--- src/rtl/plic_pkg.sv ---
// Shared PLIC definitions: TileLink-UL opcodes, PLIC register map offsets and
// the claim sequencer state encoding.
package plic_pkg;

  localparam logic [2:0] TL_A_PUT_FULL        = 3'd0;
  localparam logic [2:0] TL_A_GET             = 3'd4;
  localparam logic [2:0] TL_D_ACCESS_ACK      = 3'd0;
  localparam logic [2:0] TL_D_ACCESS_ACK_DATA = 3'd1;

  localparam int PLIC_AW = 22;

  localparam logic [PLIC_AW-1:0] PLIC_PRIO_BASE  = 22'h000000;
  localparam logic [PLIC_AW-1:0] PLIC_EN_BASE    = 22'h002000;
  localparam logic [PLIC_AW-1:0] PLIC_EN_STRIDE  = 22'h000080;
  localparam logic [PLIC_AW-1:0] PLIC_CTX_BASE   = 22'h200000;
  localparam logic [PLIC_AW-1:0] PLIC_CTX_STRIDE = 22'h001000;
  localparam logic [PLIC_AW-1:0] PLIC_CLAIM_OFS  = 22'h000004;

  typedef enum logic [3:0] {
    ST_INIT_PRIO_A = 4'd0,
    ST_INIT_PRIO_D = 4'd1,
    ST_INIT_EN_A   = 4'd2,
    ST_INIT_EN_D   = 4'd3,
    ST_INIT_THR_A  = 4'd4,
    ST_INIT_THR_D  = 4'd5,
    ST_IDLE        = 4'd6,
    ST_CLAIM_A     = 4'd7,
    ST_CLAIM_D     = 4'd8,
    ST_PEND        = 4'd9,
    ST_SERVICE     = 4'd10,
    ST_COMPLETE_A  = 4'd11,
    ST_COMPLETE_D  = 4'd12
  } seq_state_e;

  function automatic logic is_d_state(input seq_state_e st);
    return (st == ST_INIT_PRIO_D) || (st == ST_INIT_EN_D) || (st == ST_INIT_THR_D) ||
           (st == ST_CLAIM_D) || (st == ST_COMPLETE_D);
  endfunction

endpackage

--- src/rtl/plic_claim_sequencer.sv ---
// TileLink-UL master that programs one PLIC context, then claims, presents and
// completes interrupts for a single hart.
module plic_claim_sequencer
  import plic_pkg::*;
#(
  parameter int                CONTEXT   = 0,
  parameter int                TL_RS     = 4,
  parameter logic [TL_RS-1:0]  SOURCE_ID = '0,
  parameter logic [31:0]       PRIO_MASK = 32'hFFFF_FFFE,
  parameter logic [31:0]       EN_MASK   = 32'hFFFF_FFFE
) (
  input  logic             seq_clock_i,
  input  logic             seq_reset_i,
  input  logic             irq_i,
  // Handshake: a beat moves on a channel in any cycle where valid and ready
  // are both 1; the A payload is a pure function of state, so it cannot change
  // while a_valid waits for a_ready.
  output logic [2:0]       seq_a_opcode,
  output logic [2:0]       seq_a_param,
  output logic [3:0]       seq_a_size,
  output logic [TL_RS-1:0] seq_a_source,
  output logic [21:0]      seq_a_address,
  output logic [3:0]       seq_a_mask,
  output logic [31:0]      seq_a_data,
  output logic             seq_a_corrupt,
  output logic             seq_a_valid,
  input  logic             seq_a_ready,
  input  logic [2:0]       seq_d_opcode,
  input  logic [1:0]       seq_d_param,
  input  logic [3:0]       seq_d_size,
  input  logic [TL_RS-1:0] seq_d_source,
  input  logic             seq_d_denied,
  input  logic [31:0]      seq_d_data,
  input  logic             seq_d_corrupt,
  input  logic             seq_d_valid,
  output logic             seq_d_ready,
  output logic             core_irq_o,
  output logic [4:0]       core_irq_id_o,
  input  logic             core_ack_i,
  input  logic             core_done_i,
  output logic             init_done_o,
  output logic             err_o
);

  localparam logic [21:0] EN_ADDR    = PLIC_EN_BASE + PLIC_EN_STRIDE * 22'(CONTEXT);
  localparam logic [21:0] THR_ADDR   = PLIC_CTX_BASE + PLIC_CTX_STRIDE * 22'(CONTEXT);
  localparam logic [21:0] CLAIM_ADDR = THR_ADDR + PLIC_CLAIM_OFS;

  seq_state_e state_q, state_d;
  logic [4:0] src_q, src_d;
  logic [4:0] id_q, id_d;
  logic       run_q;
  logic       init_done_q, init_done_d;
  logic       err_q, err_d;

  logic a_fire;
  logic d_fire;
  logic d_bad;
  logic unused_d;

  assign a_fire   = seq_a_valid & seq_a_ready;
  assign d_fire   = seq_d_valid & run_q;
  assign d_bad    = seq_d_denied | seq_d_corrupt;
  assign unused_d = ^{seq_d_param, seq_d_size, seq_d_source, seq_d_data[31:5]};

  always_ff @(posedge seq_clock_i or negedge seq_reset_i) begin
    if (!seq_reset_i) begin
      state_q     <= ST_INIT_PRIO_A;
      src_q       <= 5'd1;
      id_q        <= 5'd0;
      run_q       <= 1'b0;
      init_done_q <= 1'b0;
      err_q       <= 1'b0;
    end else begin
      state_q     <= state_d;
      src_q       <= src_d;
      id_q        <= id_d;
      run_q       <= 1'b1;
      init_done_q <= init_done_d;
      err_q       <= err_d;
    end
  end

  // Beats outside a *_D state fall through the case untouched and are dropped.
  always_comb begin
    state_d     = state_q;
    src_d       = src_q;
    id_d        = id_q;
    init_done_d = init_done_q;
    err_d       = err_q;
    if (d_fire && is_d_state(state_q) && d_bad) err_d = 1'b1;
    case (state_q)
      ST_INIT_PRIO_A: if (a_fire) state_d = ST_INIT_PRIO_D;
      ST_INIT_PRIO_D: begin
        if (d_fire) begin
          if (src_q == 5'd31) begin
            state_d = ST_INIT_EN_A;
          end else begin
            src_d   = src_q + 5'd1;
            state_d = ST_INIT_PRIO_A;
          end
        end
      end
      ST_INIT_EN_A:   if (a_fire) state_d = ST_INIT_EN_D;
      ST_INIT_EN_D:   if (d_fire) state_d = ST_INIT_THR_A;
      ST_INIT_THR_A:  if (a_fire) state_d = ST_INIT_THR_D;
      ST_INIT_THR_D: begin
        if (d_fire) begin
          state_d     = ST_IDLE;
          init_done_d = 1'b1;
        end
      end
      ST_IDLE:        if (irq_i) state_d = ST_CLAIM_A;
      ST_CLAIM_A:     if (a_fire) state_d = ST_CLAIM_D;
      ST_CLAIM_D: begin
        // A zero ID, a faulty beat or a non-data ack is treated as spurious.
        if (d_fire) begin
          if (!d_bad && (seq_d_opcode == TL_D_ACCESS_ACK_DATA) && (seq_d_data[4:0] != 5'd0)) begin
            id_d    = seq_d_data[4:0];
            state_d = ST_PEND;
          end else begin
            state_d = ST_IDLE;
          end
        end
      end
      ST_PEND: begin
        if (core_done_i)     state_d = ST_COMPLETE_A;
        else if (core_ack_i) state_d = ST_SERVICE;
      end
      ST_SERVICE:     if (core_done_i) state_d = ST_COMPLETE_A;
      ST_COMPLETE_A:  if (a_fire) state_d = ST_COMPLETE_D;
      ST_COMPLETE_D: begin
        if (d_fire) begin
          state_d = ST_IDLE;
          id_d    = 5'd0;
        end
      end
      default:        state_d = ST_INIT_PRIO_A;
    endcase
  end

  always_comb begin
    seq_a_valid   = 1'b0;
    seq_a_opcode  = TL_A_PUT_FULL;
    seq_a_address = 22'd0;
    seq_a_data    = 32'd0;
    core_irq_o    = 1'b0;
    case (state_q)
      ST_INIT_PRIO_A: begin
        seq_a_valid   = run_q;
        seq_a_address = PLIC_PRIO_BASE | {15'd0, src_q, 2'b00};
        seq_a_data    = {31'd0, PRIO_MASK[src_q]};
      end
      ST_INIT_EN_A: begin
        seq_a_valid   = run_q;
        seq_a_address = EN_ADDR;
        seq_a_data    = EN_MASK;
      end
      ST_INIT_THR_A: begin
        seq_a_valid   = run_q;
        seq_a_address = THR_ADDR;
        seq_a_data    = 32'd1;
      end
      ST_CLAIM_A: begin
        seq_a_valid   = run_q;
        seq_a_opcode  = TL_A_GET;
        seq_a_address = CLAIM_ADDR;
      end
      ST_PEND:        core_irq_o = 1'b1;
      ST_COMPLETE_A: begin
        seq_a_valid   = run_q;
        seq_a_address = CLAIM_ADDR;
        seq_a_data    = {27'd0, id_q};
      end
      default: ;
    endcase
  end

  assign seq_a_param   = 3'd0;
  assign seq_a_size    = 4'd2;
  assign seq_a_source  = SOURCE_ID;
  assign seq_a_mask    = 4'hF;
  assign seq_a_corrupt = 1'b0;
  assign seq_d_ready   = run_q;
  assign core_irq_id_o = id_q;
  assign init_done_o   = init_done_q;
  assign err_o         = err_q;

endmodule
--- config.mk ---
export PLATFORM = sky130hd
export DESIGN_NAME = plic_claim_sequencer
export DESIGN_NICKNAME = d
export VERILOG_FILES = /design/src/rtl/plic_pkg.sv /design/src/rtl/plic_claim_sequencer.sv
export SDC_FILE = /design/constraint.sdc
export NUM_CORES = 1
export LEC_CHECK = 0
export BUFFER_PORTS_ARGS = -buffer_cell sky130_fd_sc_hd__buf_2
export CAP_MARGIN = 20
export CORE_ASPECT_RATIO = 1.25
export CORE_UTILIZATION = 40
export DETAILED_ROUTE_END_ITERATION = 12
export GPL_ROUTABILITY_DRIVEN = 0
export PLACE_DENSITY_LB_ADDON = 0.15
export SLEW_MARGIN = 5
export SYNTH_ARGS = -nofsm -noshare
export SYNTH_HDL_FRONTEND = slang
export SYNTH_SLANG_ARGS = --single-unit
--- constraint.sdc ---
create_clock -name seq_clock_i -period 7.04 [get_ports seq_clock_i]
set_input_delay 1.408 -clock seq_clock_i [delete_from_list [all_inputs] [get_ports seq_clock_i]]
set_output_delay 1.408 -clock seq_clock_i [all_outputs]
set_load 0.05 [all_outputs]
Yosys cells after proc, flatten, opt, wreduce, memory -nomap -nowiden
Memory sizes are Yosys's and may differ from the RTL's.
Cells that the tools add are included.

word-level totals
  word-level logic and storage cells = 86
  memories kept = 1
  bits in latches = 0
  input bits = 54
  output and inout port bits = 83
  bits in read-only memories = 32
  register bits after elaboration = 17
  RAM bits = 0

memory list
  memory            depth  bits a word  read ports  clocked after memory_dff  wr ports  RTL line                     text
  (name not given)  32     1            1           0                         0         plic_claim_sequencer.sv:152  seq_a_data = {31'd0, PRIO_MASK[src_q]};

operators by class
  add/sub/neg operators = 1
  div/mod/pow operators = 0
  shift operators = 0
  $mul = 0
  bitwise gates (word level) = 4
  equality and inequality tests = 28
  muxes and demuxes = 26
  reductions and logical operators = 19
  $lt $le $gt $ge = 1

operator list
  operator               count
  $pmux W32 S4           1
  $pmux W22 S4           1
  $mux W4                14
  $pmux W4 S12           1
  $ne A2 B2 Y1 const B   11
  $eq A4 B4 Y1 const B   5
  $eq A4 B3 Y1 const B   4
  $mux W5                3
  $reduce_and A12 Y1     1
  $pmux W5 S2            1
  $eq A4 B2 Y1 const B   2
  $lt A5 B6 Y1 const B   1
  $add A5 B1 Y5 const B  1
  $eq A5 B5 Y1 const B   1
  $reduce_bool A5 Y1     1
  $reduce_or A5 Y1       1
  $eq A4 B1 Y1 const B   1
  $logic_and A1 B1 Y1    4
  $logic_not A4 Y1       1
  $logic_or A1 B1 Y1     4
  $ne A2 B1 Y1 const B   2
  $reduce_and A4 Y1      1
  $reduce_or A2 Y1       2
  $eq A3 B1 Y1 const B   1
  11 further kinds       14

Depth between registers and ports, before layout
  depth in word-level cells = 7
  gate-level depth with buffers = 8

Worst setup path after synthesis
Ideal clock, no wire load.

  path type = register -> output
  start = register state_q[3]
  end = output port seq_a_data[10]
  path buffers = 3
  stages on the path, launching flop included = 5
  arrival = 3.638 ns
  slack = 1.994 ns
  required time = 5.632 ns
  cells stage by stage = dfrtp_1 buf_2 buf_1 nor3_1 buf_4

on the way
  cells in the longest elaborated chain, start to end = 2
  elaborated cells between the ends (all ways) = 5
  classes of those cells = 3 x eq/ne; 1 x mux; 1 x reduce/logical

RTL lines
  what                                  RTL line                     text
  from (decl)                           plic_claim_sequencer.sv:49   seq_state_e state_q, state_d;
  from (signal assigned)                plic_claim_sequencer.sv:75   state_q <= state_d;
  $eq A4 B4 Y1 (tied with other cells)  plic_claim_sequencer.sv:148  case (state_q)
  $pmux W32 S4 (*)                      plic_claim_sequencer.sv:148
  to (decl)                             plic_claim_sequencer.sv:24   output logic [31:0] seq_a_data,

Every way passes the cells marked *; elsewhere a longest branch is shown, timed or not.

Worst setup path after layout
  start = register state_q[0]
  end = output port seq_a_data[21]

Same word-level chain as after synthesis.

==> impl_results.md <==
- Worst reg2reg path depth: 5
- Number of synthesized flops with an enable pin: 0
- PostCTS Resize Cnt: 0
- Pwr dens: 609 nW/um2
- Post-synth top flop: dfrtp_1
- Final Slew Violations: 0
- Synth Area in Simple Gates: 19.1%
- Seq/Total Area, Yosys: 26.2%
- Internal power: 0.354 mW
- Clock Power Share: 7.0%
- Area of the multi-input gates: 813 um2
- Crit-path max cell delay: 770 ps
- R2r startpoint: state_q[0]
- Total GRT Usage: 14.9%
- Hold WC Path Type: register to register
- Hold Path End: init_done_o
- Vias in the first global route: 1074
- Max-Cap Viols: 0
- Final Hold Vio Count: 0
- Reported net switching power: 0.686 mW
- Synthesis Warnings: 0
- Fill cells: 422
- Postcts setup bufs: 0
- Clk sinks: 17
- Die area: 4330 um2
- Fin crit share: 54.1%
- Crit-path max FO: 27
- Worst hold stages: 1
- Post-CTS Hold Buffers: 0
- TritonCTS buffer count: 3
- Area Growth Syn to Fin: 4.99%
- Final Setup Violations: 0
- RSZ-0062 raised after global routing: false
- Static leakage: 0.974 nW
- Die X: 59.1 um
- Placeable Area: 3850 um2
- Global-route wire length before repair: 5000 um
- Nets: 292
- Unique cell type count in the Yosys netlist: 49
- Critical path startpoint category: register
- Synth area leader: buf_4
- H-Tree Depth: 1
- Worst-Skew Late Latency: 250 ps
- Drt via density: 4.64
- Mapped cell area: 1630 um2
- Clock Skew: 2.56 ps
- Max_slew headroom: 35.6%
- Sequential power share: 20.8%
- Most frequent cells in the layout: buf_2, conb_1, nand2_1
- First-pass DRT Iterations: 4
- Initial antenna violation count: 0
- Synth Area in Compound Gates: 16.1%
- Top cells by area, synth: buf_4, dfrtp_1, nand2_1, a21oi_1, ha_1
- Layout cells sized above 1: 34.6%
- Largest net degree at the start of global routing: 28
- Reg clk slew, reported paths: 70 ps
- FP Rows: 25
- Post-Route WL: 3220 um
- VDD IR-drop max: 0.000220 V
- R2R Setup Slk: 4830 ps
- DRC: 0
- Initial core utilization: 42.3%
- Crit-path cells: nand2b_1, nor3_2, buf_2
- Most common cell after layout, fill and taps aside: buf_2
- Number of synthesized register bits: 17
- CP endpoint kind: output port
- CTS tree: yes
- Run status: completed
- Via count: 1335
- Critical hold path startpoint: init_done_o
- Fin crit period: 3810 ps
- Number of diodes: 0
- Initial DRC Count: 23
- CP Data Arrival Time: 2400 ps
- Placed cell count: 284
- Slowest-stage cell, CP: nor3_2
- Non-Filler Instances: 288
- Mapped Cells: 199
- Main combinational cell family by area after synthesis: buffers and inverters
- Die Height: 73.4 um
- Worst R2R End: state_q[0]
- Synthesized-area fraction occupied by adder cells: 2.30%
- CP Data Required Time: 5630 ps
- Buffers on Ports: 66
- Max Clk Rate: 0.262 GHz
- Post-synthesis mux area share: 2.07%
- Switching share of power: 66.0%
- Kind of critical path: register to output port
- Overflow after GRT: 0
- Syn avg cell area: 8.19 um2
- CTS Buffer Depth: 2
- Drt wl/cell: 11.2 um
- Worst slew pin tran: 961 ps
- Comb power frac: 72.2%
- Setup tns final: 0 ps
- DRT antenna net count: 0
- HPWL after DPL: 2550 um
- Post-synth ARST share: 100%
- Share of the synthesized area in the top cell type: 27.6%
- Sequential Area: 427 um2
- Xor/xnor cell area share of the yosys netlist: 2.15%
- CTS root buffer: clkbuf_8
- # IOs: 137
Yosys cell counts (all sizes together) (2+ instances only):
cell / count
or2b: 2
a21o: 3
and3: 2
nand4: 3
o41ai: 2
conb: 2
o211ai: 2
mux2: 3
nor2: 4
o21ai: 9
nand3: 5
and2: 5
nand2b: 3
buf: 66
xnor2: 4
a211o: 2
a21oi: 11
inv: 7
nand2: 19
dfrtp: 16
nor4: 3
nor3: 5
ha: 3
final cells by class:
class                           instances  area share (%)
Multi-Input combinational cell        140            47.5
Sequential cell                        17            24.9
Timing Repair Buffer                   66            19.3
Tap cell                               54            3.95
Clock buffer                            3            2.41
Inverter                                7            1.54
Clock inverter                          1           0.293
critical path, delay by kind of cell (launching register included):
kind | cells | cell delay, ps
flip-flops | 1 | 630
AND/OR/NAND/NOR | 2 | 1110
buffers and inverters | 1 | 410
flip-flops by register name, summed over array words and instances, names as in the netlist:
signal,cells
src_q,5
core_irq_id_o,5
init_done_o,1
state_q,4
err_o,1
seq_d_ready,1
per-layer routing:
layer  track usage, %  up-vias  share of wire, %
met4             3.17        0              0.72
met2             24.5       81                46
met5                0        -                 0
li1                 -      652                 -
met1             21.1      599                47
met3             1.23        3               6.9
logic make-up (layout without fill, tap and decap cells):
group / count (synthesis) / after routing
XOR/XNOR: 4 / 4
multiplexers: 3 / 3
AO/OA/AOI/OAI: 38 / 38
other: 2 / 34
buffers and inverters: 74 / 77
AND/OR/NAND/NOR: 58 / 58
flip-flops: 17 / 17
adder cells (fa/ha/maj): 3 / 3
how the worst max path moves through the flow:
stage | slack [ps] | depth (start not counted) | endpoint | from
2_1_floorplan | 1990 | 4 | seq_a_data[10] | state_q[3]
6_report | 3230 | 3 | seq_a_data[21] | state_q[0]
4_1_cts | 3180 | 3 | seq_a_data[19] | state_q[0]
5_1_grt | 2930 | 3 | seq_a_data[14] | state_q[0]
3_3_place_gp | 3510 | 3 | seq_a_data[21] | state_q[0]
3_5_place_dp | 3450 | 3 | seq_a_data[19] | state_q[0]
power groups by stage:
stage	Clock (mW)	Sequential [mW]	Combinational [mW]
6_report	0.0728	0.217	0.751
5_1_grt	0.0785	0.228	0.803
4_1_cts	0.0754	0.217	0.755
3_5_place_dp	0	0.218	0.754
3_3_place_gp	0	0.219	0.751
2_1_floorplan	0	0.229	0.698
metrics by stage:
| step | area (um2) | worst slack, ps | hold WS, ps | total power, mW | utilization (%) |
|---|---|---|---|---|---|
| final | 1710 | 3230 | 479 | 1.04 | 44.5 |
| after CTS | 1710 | 3180 | 485 | 1.05 | 44.5 |
| after floorplan | 1750 | 1990 | 473 | 0.926 | - |
| after global routing | 1710 | 2930 | 517 | 1.11 | 44.5 |
| after detailed placement | 1660 | 3450 | 469 | 0.972 | 43.3 |
| after global placement | 1660 | 3510 | 459 | 0.971 | 43.3 |
Power figures use the tool's default switching activity.
